[src/rtl/combo_pkg.sv]
// rtl/combo_pkg.sv - shared state encoding and default parameters for combo_entry
package combo_pkg;

    typedef enum logic [1:0] {
        IDLE    = 2'd0,
        PRESSED = 2'd1,
        FULL    = 2'd2
    } combo_state_t;

    localparam int unsigned DIGIT_W_DEF        = 4;
    localparam int unsigned NUM_DIGITS_DEF     = 4;
    localparam int unsigned DB_CYCLES_DEF      = 65536;
    localparam int unsigned TIMEOUT_CYCLES_DEF = 2**26;

endpackage

[src/rtl/btn_debounce.sv]
// rtl/btn_debounce.sv - 2-flop synchronizer plus saturating stability-counter debouncer
module btn_debounce
    import combo_pkg::*;
#(
    parameter int unsigned DB_CYCLES = DB_CYCLES_DEF
) (
    input  logic clk,
    input  logic clr,
    input  logic btn,
    output logic press_pulse,
    output logic release_pulse
);

    localparam int CNT_W = $clog2(DB_CYCLES + 1);
    localparam logic [CNT_W-1:0] CNT_LAST = CNT_W'(DB_CYCLES - 1);

    logic             sync1;
    logic             sync2;
    logic             level;
    logic [CNT_W-1:0] cnt;
    logic             settle;

    assign settle        = (sync2 != level) && (cnt == CNT_LAST);
    assign press_pulse   = settle && sync2;
    assign release_pulse = settle && !sync2;

    // Accepted level comes out of reset as "pressed" so a button held through
    // clr must first debounce a release before any press can be accepted.
    always_ff @(posedge clk) begin
        if (clr) begin
            sync1 <= 1'b0;
            sync2 <= 1'b0;
            level <= 1'b1;
            cnt   <= '0;
        end else begin
            sync1 <= btn;
            sync2 <= sync1;
            if (sync2 == level) begin
                cnt <= '0;
            end else if (settle) begin
                level <= sync2;
                cnt   <= '0;
            end else if (cnt != '1) begin
                cnt <= cnt + 1'b1;
            end
        end
    end

endmodule

[src/rtl/combo_entry.sv]
// rtl/combo_entry.sv - digit-entry FSM with one-hot write strobes; COMBO_ENTRY_TIMEOUT_EN adds idle abort
module combo_entry
    import combo_pkg::*;
#(
    parameter int unsigned DIGIT_W        = DIGIT_W_DEF,
    parameter int unsigned NUM_DIGITS     = NUM_DIGITS_DEF,
    parameter int unsigned DB_CYCLES      = DB_CYCLES_DEF,
    parameter int unsigned TIMEOUT_CYCLES = TIMEOUT_CYCLES_DEF
) (
    input  logic                               clk,
    input  logic                               clr,
    input  logic                               btn_enter,
    input  logic [DIGIT_W-1:0]                 sw,
    output logic [NUM_DIGITS-1:0]              wr_en,
    output logic [DIGIT_W-1:0]                 wr_data,
    output logic [$clog2(NUM_DIGITS+1)-1:0]    digit_idx,
    output logic                               code_done,
    output logic                               timeout
);

    localparam int IDX_W = $clog2(NUM_DIGITS + 1);
    localparam logic [IDX_W-1:0] IDX_FULL = IDX_W'(NUM_DIGITS);

    if (DB_CYCLES == 0 || TIMEOUT_CYCLES == 0) begin : g_bad_param
        $error("combo_entry: DB_CYCLES and TIMEOUT_CYCLES must be nonzero");
    end

    combo_state_t     state;
    combo_state_t     state_nxt;
    logic [IDX_W-1:0] idx_nxt;
    logic             press_pulse;
    logic             release_pulse;
    logic             idle_abort;

    btn_debounce #(
        .DB_CYCLES(DB_CYCLES)
    ) u_debounce (
        .clk          (clk),
        .clr          (clr),
        .btn          (btn_enter),
        .press_pulse  (press_pulse),
        .release_pulse(release_pulse)
    );

`ifdef COMBO_ENTRY_TIMEOUT_EN
    localparam int TO_W = $clog2(TIMEOUT_CYCLES + 1);
    localparam logic [TO_W-1:0] TO_LAST = TO_W'(TIMEOUT_CYCLES - 1);

    logic [TO_W-1:0] idle_cnt;
    logic            idle_run;

    assign idle_run   = (state == IDLE) && (digit_idx != '0) && (digit_idx < IDX_FULL);
    assign idle_abort = idle_run && (idle_cnt == TO_LAST);

    always_ff @(posedge clk) begin
        if (clr || !idle_run || idle_abort || press_pulse) begin
            idle_cnt <= '0;
        end else begin
            idle_cnt <= idle_cnt + 1'b1;
        end
    end
`else
    assign idle_abort = 1'b0;
`endif

    assign timeout   = idle_abort && !clr;
    assign code_done = (state == FULL);

    // Abort wins over a press landing in the same cycle; clr suppresses any strobe.
    always_comb begin
        state_nxt = state;
        idx_nxt   = digit_idx;
        wr_en     = '0;
        wr_data   = '0;
        case (state)
            IDLE: begin
                if (idle_abort) begin
                    idx_nxt = '0;
                end else if (press_pulse && (digit_idx < IDX_FULL)) begin
                    wr_en     = NUM_DIGITS'(1) << digit_idx;
                    wr_data   = sw;
                    idx_nxt   = digit_idx + 1'b1;
                    state_nxt = PRESSED;
                end
            end
            PRESSED: begin
                if (release_pulse) begin
                    state_nxt = (digit_idx == IDX_FULL) ? FULL : IDLE;
                end
            end
            FULL: begin
                state_nxt = FULL;
            end
            default: begin
                state_nxt = IDLE;
            end
        endcase
        if (clr) begin
            wr_en   = '0;
            wr_data = '0;
        end
    end

    always_ff @(posedge clk) begin
        if (clr) begin
            state     <= IDLE;
            digit_idx <= '0;
        end else begin
            state     <= state_nxt;
            digit_idx <= idx_nxt;
        end
    end

endmodule

[config.mk]
export PLATFORM = sky130hd
export DESIGN_NAME = combo_entry
export DESIGN_NICKNAME = d
export VERILOG_FILES = /design/src/rtl/combo_pkg.sv /design/src/rtl/btn_debounce.sv /design/src/rtl/combo_entry.sv
export SDC_FILE = /design/constraint.sdc
export NUM_CORES = 1
export LEC_CHECK = 0
export ABC_CLOCK_PERIOD_IN_PS = 5500
export CAP_MARGIN = 30
export CORE_ASPECT_RATIO = 1.25
export CORE_MARGIN = 1
export CORE_UTILIZATION = 58
export CTS_CLUSTER_SIZE = 28
export DETAILED_ROUTE_END_ITERATION = 10
export GPL_TIMING_DRIVEN = 0
export PLACE_DENSITY = 0.82
export SLEW_MARGIN = 30
export SYNTH_ARGS = -nofsm -noshare
export SYNTH_HDL_FRONTEND = slang
export SYNTH_HIERARCHICAL = 1
export SYNTH_SLANG_ARGS = --single-unit
[constraint.sdc]
create_clock -name clk -period 5.5 [get_ports clk]
set_input_delay 1.375 -clock clk [delete_from_list [all_inputs] [get_ports clk]]
set_output_delay 1.375 -clock clk [all_outputs]
set_load 0.03 [all_outputs]
==> flow_summary.ini <==
[synthesis]
ys_ff_latch = 25
yosys_warnings = 6
synth_area_leaders = dfxtp_1 (34%), nor4b_2 (9.1%), ha_1 (6.8%), mux2i_1 (5.4%), nand3b_1 (4.6%)
synth.distinct_cells = 38
synth_area_leader_cell = dfxtp_1
synth_area_per_cell_um2 = 9.79
async_reset_ff_frac = 0
synth_edf_count = 0
synth_nets = 166
synth_flop_cell = dfxtp_1
syn_inst = 151
synth.top_cell.area_share = 0.339
syn_area_um2 = 1480
ys_seq_area_frac = 0.339

[floorplanning]
dieArea_um2 = 2750
die_h_um = 58.4
io_pins = 20
initial_utilization = 0.609
core_um2 = 2430
die_w_um = 47.1
rows = 20

[worst_hold_path]
hp-class = reg2reg
min_from = u_debounce/sync1$_SDFF_PP0_

[final_layout]
layout.nets = 189
final_util = 0.712
mostFrequentLayoutCell = dfxtp_1
area_growth_syn_to_layout_pct = 17.0
final_cell_area_um2 = 1730
final_cell_mix = dfxtp_1 (25), clkdlybuf4s50_1 (18), nor2_1 (11)
n_fill_cell = 198
drive_gt1_frac = 0.150
diodes = 0

[routing]
drc = 0
drt_iter0_drc = 29
routed_wl_um = 2890
vias = 1188
firstDrtPassIters = 4
via_per_inst = 5.77
ant_nets = 0
wl_per_cell_um = 14.0

[clocking]
cts-htree-levels = 1
cts_setup_buffers = 0
clk_pin_slew_ns = 0.15
cts.sinks = 25
cts_resized = 0
cts_buffer_depth = 2
root_buffer = clkbuf_4
post_cts_hold_buffer_count = 0
insertion_delay_ns = 0.33
cts_tree = done
cts_buffers = 3

[run]
maxCapViolations = 0

[sta]
period_share = 0.914
tightest_slew_ns = 0.493
maxSlewHeadroom = 0.668
fin_ws_ns = 0.474
setup_viol = 0
fmax_mhz = 199
layout_min_cycle_time_ns = 5.03
finalSetupTns_ns = 0
timing.final.hold_violations = 0
rsz0062_at_grt = no
slew_viol_final = 0
fin_skew_ns = 0.00979

[worst_setup_path]
path_class = reg2out
worst_ep_arrival_time_ns = 3.65
crit_start = u_debounce/cnt[0]$_SDFFE_PP0P_
cp_slowest_cell = clkdlybuf4s50_1
reg2reg_from = u_debounce/cnt[0]$_SDFFE_PP0P_
cp-end-kind = primary output
start_kind = flop
path_buf_inv = 2
critical-path-top-delay-family = simple AND/OR/NAND/NOR gates
cp.required_ns = 4.12
crit_chain = ha_1, nand3_1, nor4_1, ha_1, nand2_1, nor2_1, or3b_1, buf_6, nor4b_2, clkdlybuf4s50_1
slowest_delay_ns = 0.74
crit_fanout = 9
crit_top_cell = ha_1

[place]
dp_worst_setup_slack_ns = 0.853
io_buffers = 18
gp_congestion = 0.804
dp_hpwl_um = 2270
place_area_um2 = 1700

[global_routing]
grt_max_degree = 16
antenna_found_initial = 0
grt_pass1_vias = 1186
grt_pass1_wl_um = 4870
grt_overflow = 0
grt.total_usage = 0.243

[pwr]
p_per_area_nw_per_um2 = 170
ir_drop_mv = 0.140
power.leakage_uw = 0.000645
power_uw = 294

[run_status]
outcome = completed
final cells by class:
type	count	area [um^2]	share of cell area
well taps	33	41.3	0.0239
inverters	7	26.3	0.0152
multi-input cells	110	893	0.517
plain buffers	9	57.6	0.0333
clock buffers	3	22.5	0.0130
repair buffers	18	180	0.104
flip-flops and latches	25	500	0.289
clock inverters	1	7.51	0.00434
registers in the layout, summed over array words and instances (netlist names):
name and count:
digit_idx 3, state 2, u_debounce/level 1, u_debounce/sync2 1, u_debounce/sync1 1, u_debounce/cnt 17
worst reg2reg max path: stages, from the launching register on:
cell     delay [ns]
dfxtp_1        0.44
ha_1           0.28
nand3_1        0.10
nor4_1         0.39
ha_1           0.30
nand2_1        0.10
nor2_1         0.13
nor4b_2        0.40
mux2_1         0.36
routing by layer:
| layer | wire length [um] | GRT usage | up-vias |
|---|---|---|---|
| met4 | 83 | 0.139 | 0 |
| met2 | 1560 | 0.435 | 17 |
| li1 | - | - | 599 |
| met5 | 0 | 0 | - |
| met1 | 1180 | 0.248 | 563 |
| met3 | 65 | 0.0491 | 9 |
worst paths after layout:
path,endpoint,slack (ns),cells after the start
min,u_debounce/sync2$_SDFF_PP0_,0.46,1
min reg2reg,u_debounce/sync2$_SDFF_PP0_,0.46,1
max reg2reg,digit_idx[0]$_SDFFE_PP0P_,2.90,8
max,wr_data[2],0.47,10
Yosys cell counts (all sizes together) (2+ instances only):
cell type / count
o31ai: 4
xor2: 4
nand3: 10
nor4b: 9
inv: 7
nand3b: 10
or4: 4
nand4b: 2
dfxtp: 25
nand2b: 3
clkbuf: 2
mux2i: 8
nor4: 7
buf: 7
ha: 8
nand4: 3
nor2: 11
nor2b: 4
a21oi: 6
nand2: 5
report_power, final:
part / internal (uW) / total (uW) / switching, uW / leakage (uW)
clock: 27.8 / 86.2 / 58.4 / 0.0000139
combinational: 9.87 / 20.9 / 11.0 / 0.000429
sequential: 184 / 187 / 2.98 / 0.000202
total: 221 / 294 / 72.4 / 0.000645
through the flow:
stage	hold WS, ns	instances
after global placement	0.420	202
after global routing	0.471	206
after CTS	0.464	206
final	0.460	206
after floorplan	0.414	151
after detailed placement	0.434	202
logic make-up after synthesis:
kind of cell,synth area share
AOI/OAI and AO/OA,0.0644
xor gates and xnor gates,0.0296
adders and majority gates,0.0677
buffers and inverters,0.0567
DFF,0.339
muxes,0.0618
other,0.00254
and+or+nand+nor,0.378
Note: power is estimated with default switching activity, not from simulation.
==> edit 1 (config.mk and constraints unchanged) <==
Register the outputs `code_done` and `timeout`; this adds one clock of latency there. The other outputs are not delayed to match.
--- a/src/rtl/combo_entry.sv
+++ b/src/rtl/combo_entry.sv
@@ -64,6 +64,8 @@
 `endif
 
-    assign timeout   = idle_abort && !clr;
-    assign code_done = (state == FULL);
+    always_ff @(posedge clk) begin
+        code_done <= (state == FULL);
+        timeout   <= idle_abort && !clr;
+    end
 
     // Abort wins over a press landing in the same cycle; clr suppresses any strobe.
Function: same outputs for any inputs over 10 cycles, from zero or initial values; that may be too few to reach the edited logic, so the function may still have changed.
==> edit 1 against the original RTL <==
- fmax is 3.8% higher
- power is 17% higher
- cell area is 2.2% higher
- count of clock-buffer cells in the layout stayed put
- critical path depth stayed put
- hold slack better by 2.4 ps
- synthesized area is 1.1% higher
- clock skew is 5.1 ps higher
- register-to-register slack better by 100 ps
- die area is 1.1% higher
- setup slack better by 180 ps
- sequential cell count is 1 higher
- via count is 0.51% higher
- highest routed layer unchanged
- wire length is 0.55% lower
==> edit 1: results (changes against the original RTL) <==
[status]
outcome=finished clean  ; unchanged

[sta]
final_max_slew_viol_count=0  ; unchanged
fin_skew_ps=14.85  ; was 9.791 ps
fmax_ghz=0.2065  ; was 0.1990 GHz

[place]
dpl.hpwl_um=2201  ; was 2267 um
place.gp.congestion=0.8371  ; was 0.8042
placedCellCount=203  ; was 202
postPlaceCellArea_sq_um=1715  ; was 1699 sq um
dp_slack_ps=922.6  ; was 852.8 ps

[cells_and_area]
drive_gt1_frac=0.1437  ; was 0.1503
fin_nets=190  ; was 189
fillers=199  ; was 198
stdcell_count=207  ; was 206
fin_util=0.7284  ; was 0.7124

[detailed_routing]
dr.pass1.iters=5  ; was 4
met3_length_um=96  ; was 65 um
met2_length_um=1619  ; was 1562 um
drt-met1-wl_um=1137  ; was 1176 um
initialDrtViolationCount=30  ; was 29
vias=1194  ; was 1,188
post_drt_wl_per_cell_um=13.87  ; was 14.02 um

[logic_synthesis]
synthTopCellsByCount=26 x dfxtp_1, 11 x nor2_1, 10 x nand3_1  ; was 25 x dfxtp_1, 11 x nor2_1, 10 x nand3_1
synthCells=152  ; was 151
synth-seq-area-share=0.3484  ; was 0.3387
syn-num-nets=167  ; was 166
synth.distinct_cells=36  ; was 38
yosys-top-cells-area=dfxtp_1 35%, nor4b_2 9.0%, ha_1 6.7%, mux2i_1 5.4%, nand3b_1 4.5%  ; was dfxtp_1 34%, nor4b_2 9.1%, ha_1 6.8%, mux2i_1 5.4%, nand3b_1 4.6%

[global_routing]
grt_pass1_wl_um=4719  ; was 4871 um
first_global_vias=1136  ; was 1,186
grt_usage=0.2341  ; was 0.2425
antenna_found_initial=0  ; unchanged

[power]
vdd_drop_max_mv=0.1175  ; was 0.1405 mV
p_leak_nw=0.6643  ; was 0.6452 nW

[critical_path]
ff2ff_setup_slack_ps=3000  ; was 2900 ps
slowest_delay_ps=710  ; was 740 ps
worstPathArrival_ps=3470  ; was 3650 ps

[clocking]
root_buffer=clkbuf_4  ; unchanged
cts.path.max_buffers=2  ; unchanged
holdBufCountCts=0  ; unchanged

-- edit 1: changes by cell type after synthesis --
cell and change:
dfxtp_1 +1, or2b_1 -1, nand2b_1 +1, nor2b_1 +1, and2b_2 -1
-- edit 1: metrics by stage --
stage	total power, W	hold WS, ps
final	0.0003424	462.6
after global routing	0.0003561	477.9
after CTS	0.0003479	467.6
after detailed placement	0.0002194	443.1
after global placement	0.0002178	418.3
after floorplan	0.0002112	413.8
-- edit 1: cell type report --
cell class                 instances  area share
multi-input combinational        110      0.5032
tap                               33     0.02335
buffer                             9     0.03255
timing repair buffer              18      0.1019
sequential                        26      0.2944
clock inverter                     1     0.01699
clock buffer                       3     0.01274
inverter                           7     0.01486
-- edit 1: worst min path at each step --
stage / endpoint / slack (ps) / cells after the start
2_1_floorplan: u_debounce/sync2 / 410 / 1
3_3_place_gp: u_debounce/sync2 / 420 / 1
3_5_place_dp: u_debounce/sync2 / 440 / 1
4_1_cts: u_debounce/sync2 / 470 / 1
5_1_grt: u_debounce/sync2 / 480 / 1
6_report: u_debounce/sync2 / 460 / 1
-- edit 1: layer usage --
layer,GRT usage,vias up
met1,0.2567,566
met2,0.4286,33
met3,0.03681,2
met5,0,-
li1,-,593
met4,0.08571,0
-- edit 1: kinds of logic after synthesis --
kind of cell	share of synthesized area
AO/OA/AOI/OAI	0.06365
other	0.002510
flip-flops	0.3484
multiplexers	0.06114
AND/OR/NAND/NOR	0.3719
adder cells (fa/ha/maj)	0.06700
buffers and inverters	0.05612
XOR/XNOR	0.02931
-- edit 1: power breakdown --
group	internal, W	switching [W]
Clock	0.0000737	0.0000533
Sequential	0.000191	0.00000313
Combinational	0.0000100	0.0000116
==> edit 2 (same flow settings) <==
Without the edit above. Change the package constant `NUM_DIGITS_DEF` from 4 to 2.
--- a/src/rtl/combo_pkg.sv
+++ b/src/rtl/combo_pkg.sv
@@ -9,5 +9,5 @@
 
     localparam int unsigned DIGIT_W_DEF        = 4;
-    localparam int unsigned NUM_DIGITS_DEF     = 4;
+    localparam int unsigned NUM_DIGITS_DEF     = 2;
     localparam int unsigned DB_CYCLES_DEF      = 65536;
     localparam int unsigned TIMEOUT_CYCLES_DEF = 2**26;
Ports: changed (resized digit_idx and wr_en); port bits go from 20 to 17. No check against the original RTL was run, so the function may have changed too.
==> edit 2 against the original RTL <==
- synthesized area shrank 7.6%
- cell area shrank 8.0%
- sequential share of layout area grew 1.3 points
- setup slack gained 77 ps
- sequential cell count shrank 1
- wire length shrank 4.7%
- fmax grew 1.6%
- power shrank 0.78%
- critical path type unchanged
- largest cell class unchanged
- largest power group unchanged
- highest routed layer is now met3
==> edit 2: results (changes against the original RTL) <==
[status]
outcome=finished clean  ; unchanged

[logic_synthesis]
synthTopCellsByCount=24 x dfxtp_1, 10 x nand3_1, 10 x nor2_1  ; was 25 x dfxtp_1, 11 x nor2_1, 10 x nand3_1
synth-adder-area-share=0.05500  ; was 0.06774
yosys-top-cells-area=dfxtp_1 35%, nor4b_2 6.6%, ha_1 5.5%, mux2i_1 5.1%, nand3b_1 3.8%  ; was dfxtp_1 34%, nor4b_2 9.1%, ha_1 6.8%, mux2i_1 5.4%, nand3b_1 4.6%
synth_compound_area_frac=0.06049  ; was 0.06435
synth-seq-area-share=0.3520  ; was 0.3387
synth-xor-area-share=0.03208  ; was 0.02964
syn-num-nets=155  ; was 166

[detailed_routing]
via_per_inst=5.880  ; was 5.767
post_drt_wl_per_cell_um=14.33  ; was 14.02 um

[power]
p_leak_nw=0.6057  ; was 0.6452 nW
p_int_w=0.0002262  ; was 0.0002213 W

[cells_and_area]
fin_nets=175  ; was 189
area_growth_pct=16.50  ; was 17.02%
fillers=167  ; was 198
drive_gt1_frac=0.1304  ; was 0.1503

[global_routing]
grt_pass1_wl_um=4885  ; was 4871 um
use_met1=0.2851  ; was 0.2476
first_global_vias=1128  ; was 1,186
grt_max_degree=14  ; was 16
grtUsageMet3=0.04545  ; was 0.04908

[place]
placedCellCount=188  ; was 202
port_buffers=15  ; was 18
postPlaceCellArea_sq_um=1554  ; was 1699 sq um

[critical_path]
worstPathArrival_ps=3570  ; was 3650 ps

edit 2: cell count changes in the layout (fill, tap and decap cells not counted), sizes merged, moves of 2 or more:
| cell | before | now |
|---|---|---|
| a21oi | 6 | 8 |
| nor4b | 9 | 7 |
| clkdlybuf4s50 | 18 | 15 |
| nand3b | 10 | 8 |
| ha | 8 | 6 |
edit 2: power groups by stage:
| stage | Sequential [W] | Clock, W | Combinational (W) |
|---|---|---|---|
| after floorplan | 0.000183 | 0 | 0.0000130 |
| after global placement | 0.000183 | 0 | 0.0000191 |
| after detailed placement | 0.000183 | 0 | 0.0000201 |
| after CTS | 0.000179 | 0.0000952 | 0.0000202 |
| after global routing | 0.000180 | 0.000105 | 0.0000221 |
| final | 0.000179 | 0.0000920 | 0.0000201 |
edit 2: critical path: cells and delay by family, from the launching register on:
kind	cells	cell delay, ps
and+or+nand+nor	6	1360
DFF	1	430
buffers and inverters	2	870
adders and majority gates	2	600
edit 2: layout make-up:
cell class,count,area share
Multi-Input combinational cell,103,0.5059
Buffer,9,0.03619
Tap cell,31,0.02439
Clock buffer,4,0.02282
Sequential cell,24,0.3021
Inverter,6,0.01416
Timing Repair Buffer,15,0.09441
edit 2: worst paths after layout:
check	endpoint	slack [ps]	cells past startpoint
min	u_debounce/sync2	460	1
max reg2reg	digit_idx[0]	2950	8
max	wr_data[1]	550	10
min reg2reg	u_debounce/sync2	460	1
edit 2: layer usage:
layer | wire (um) | vias to the layer above
met4 | 0 | 0
met5 | 0 | -
met3 | 88 | 0
met1 | 1043 | 545
met2 | 1619 | 29
li1 | - | 555
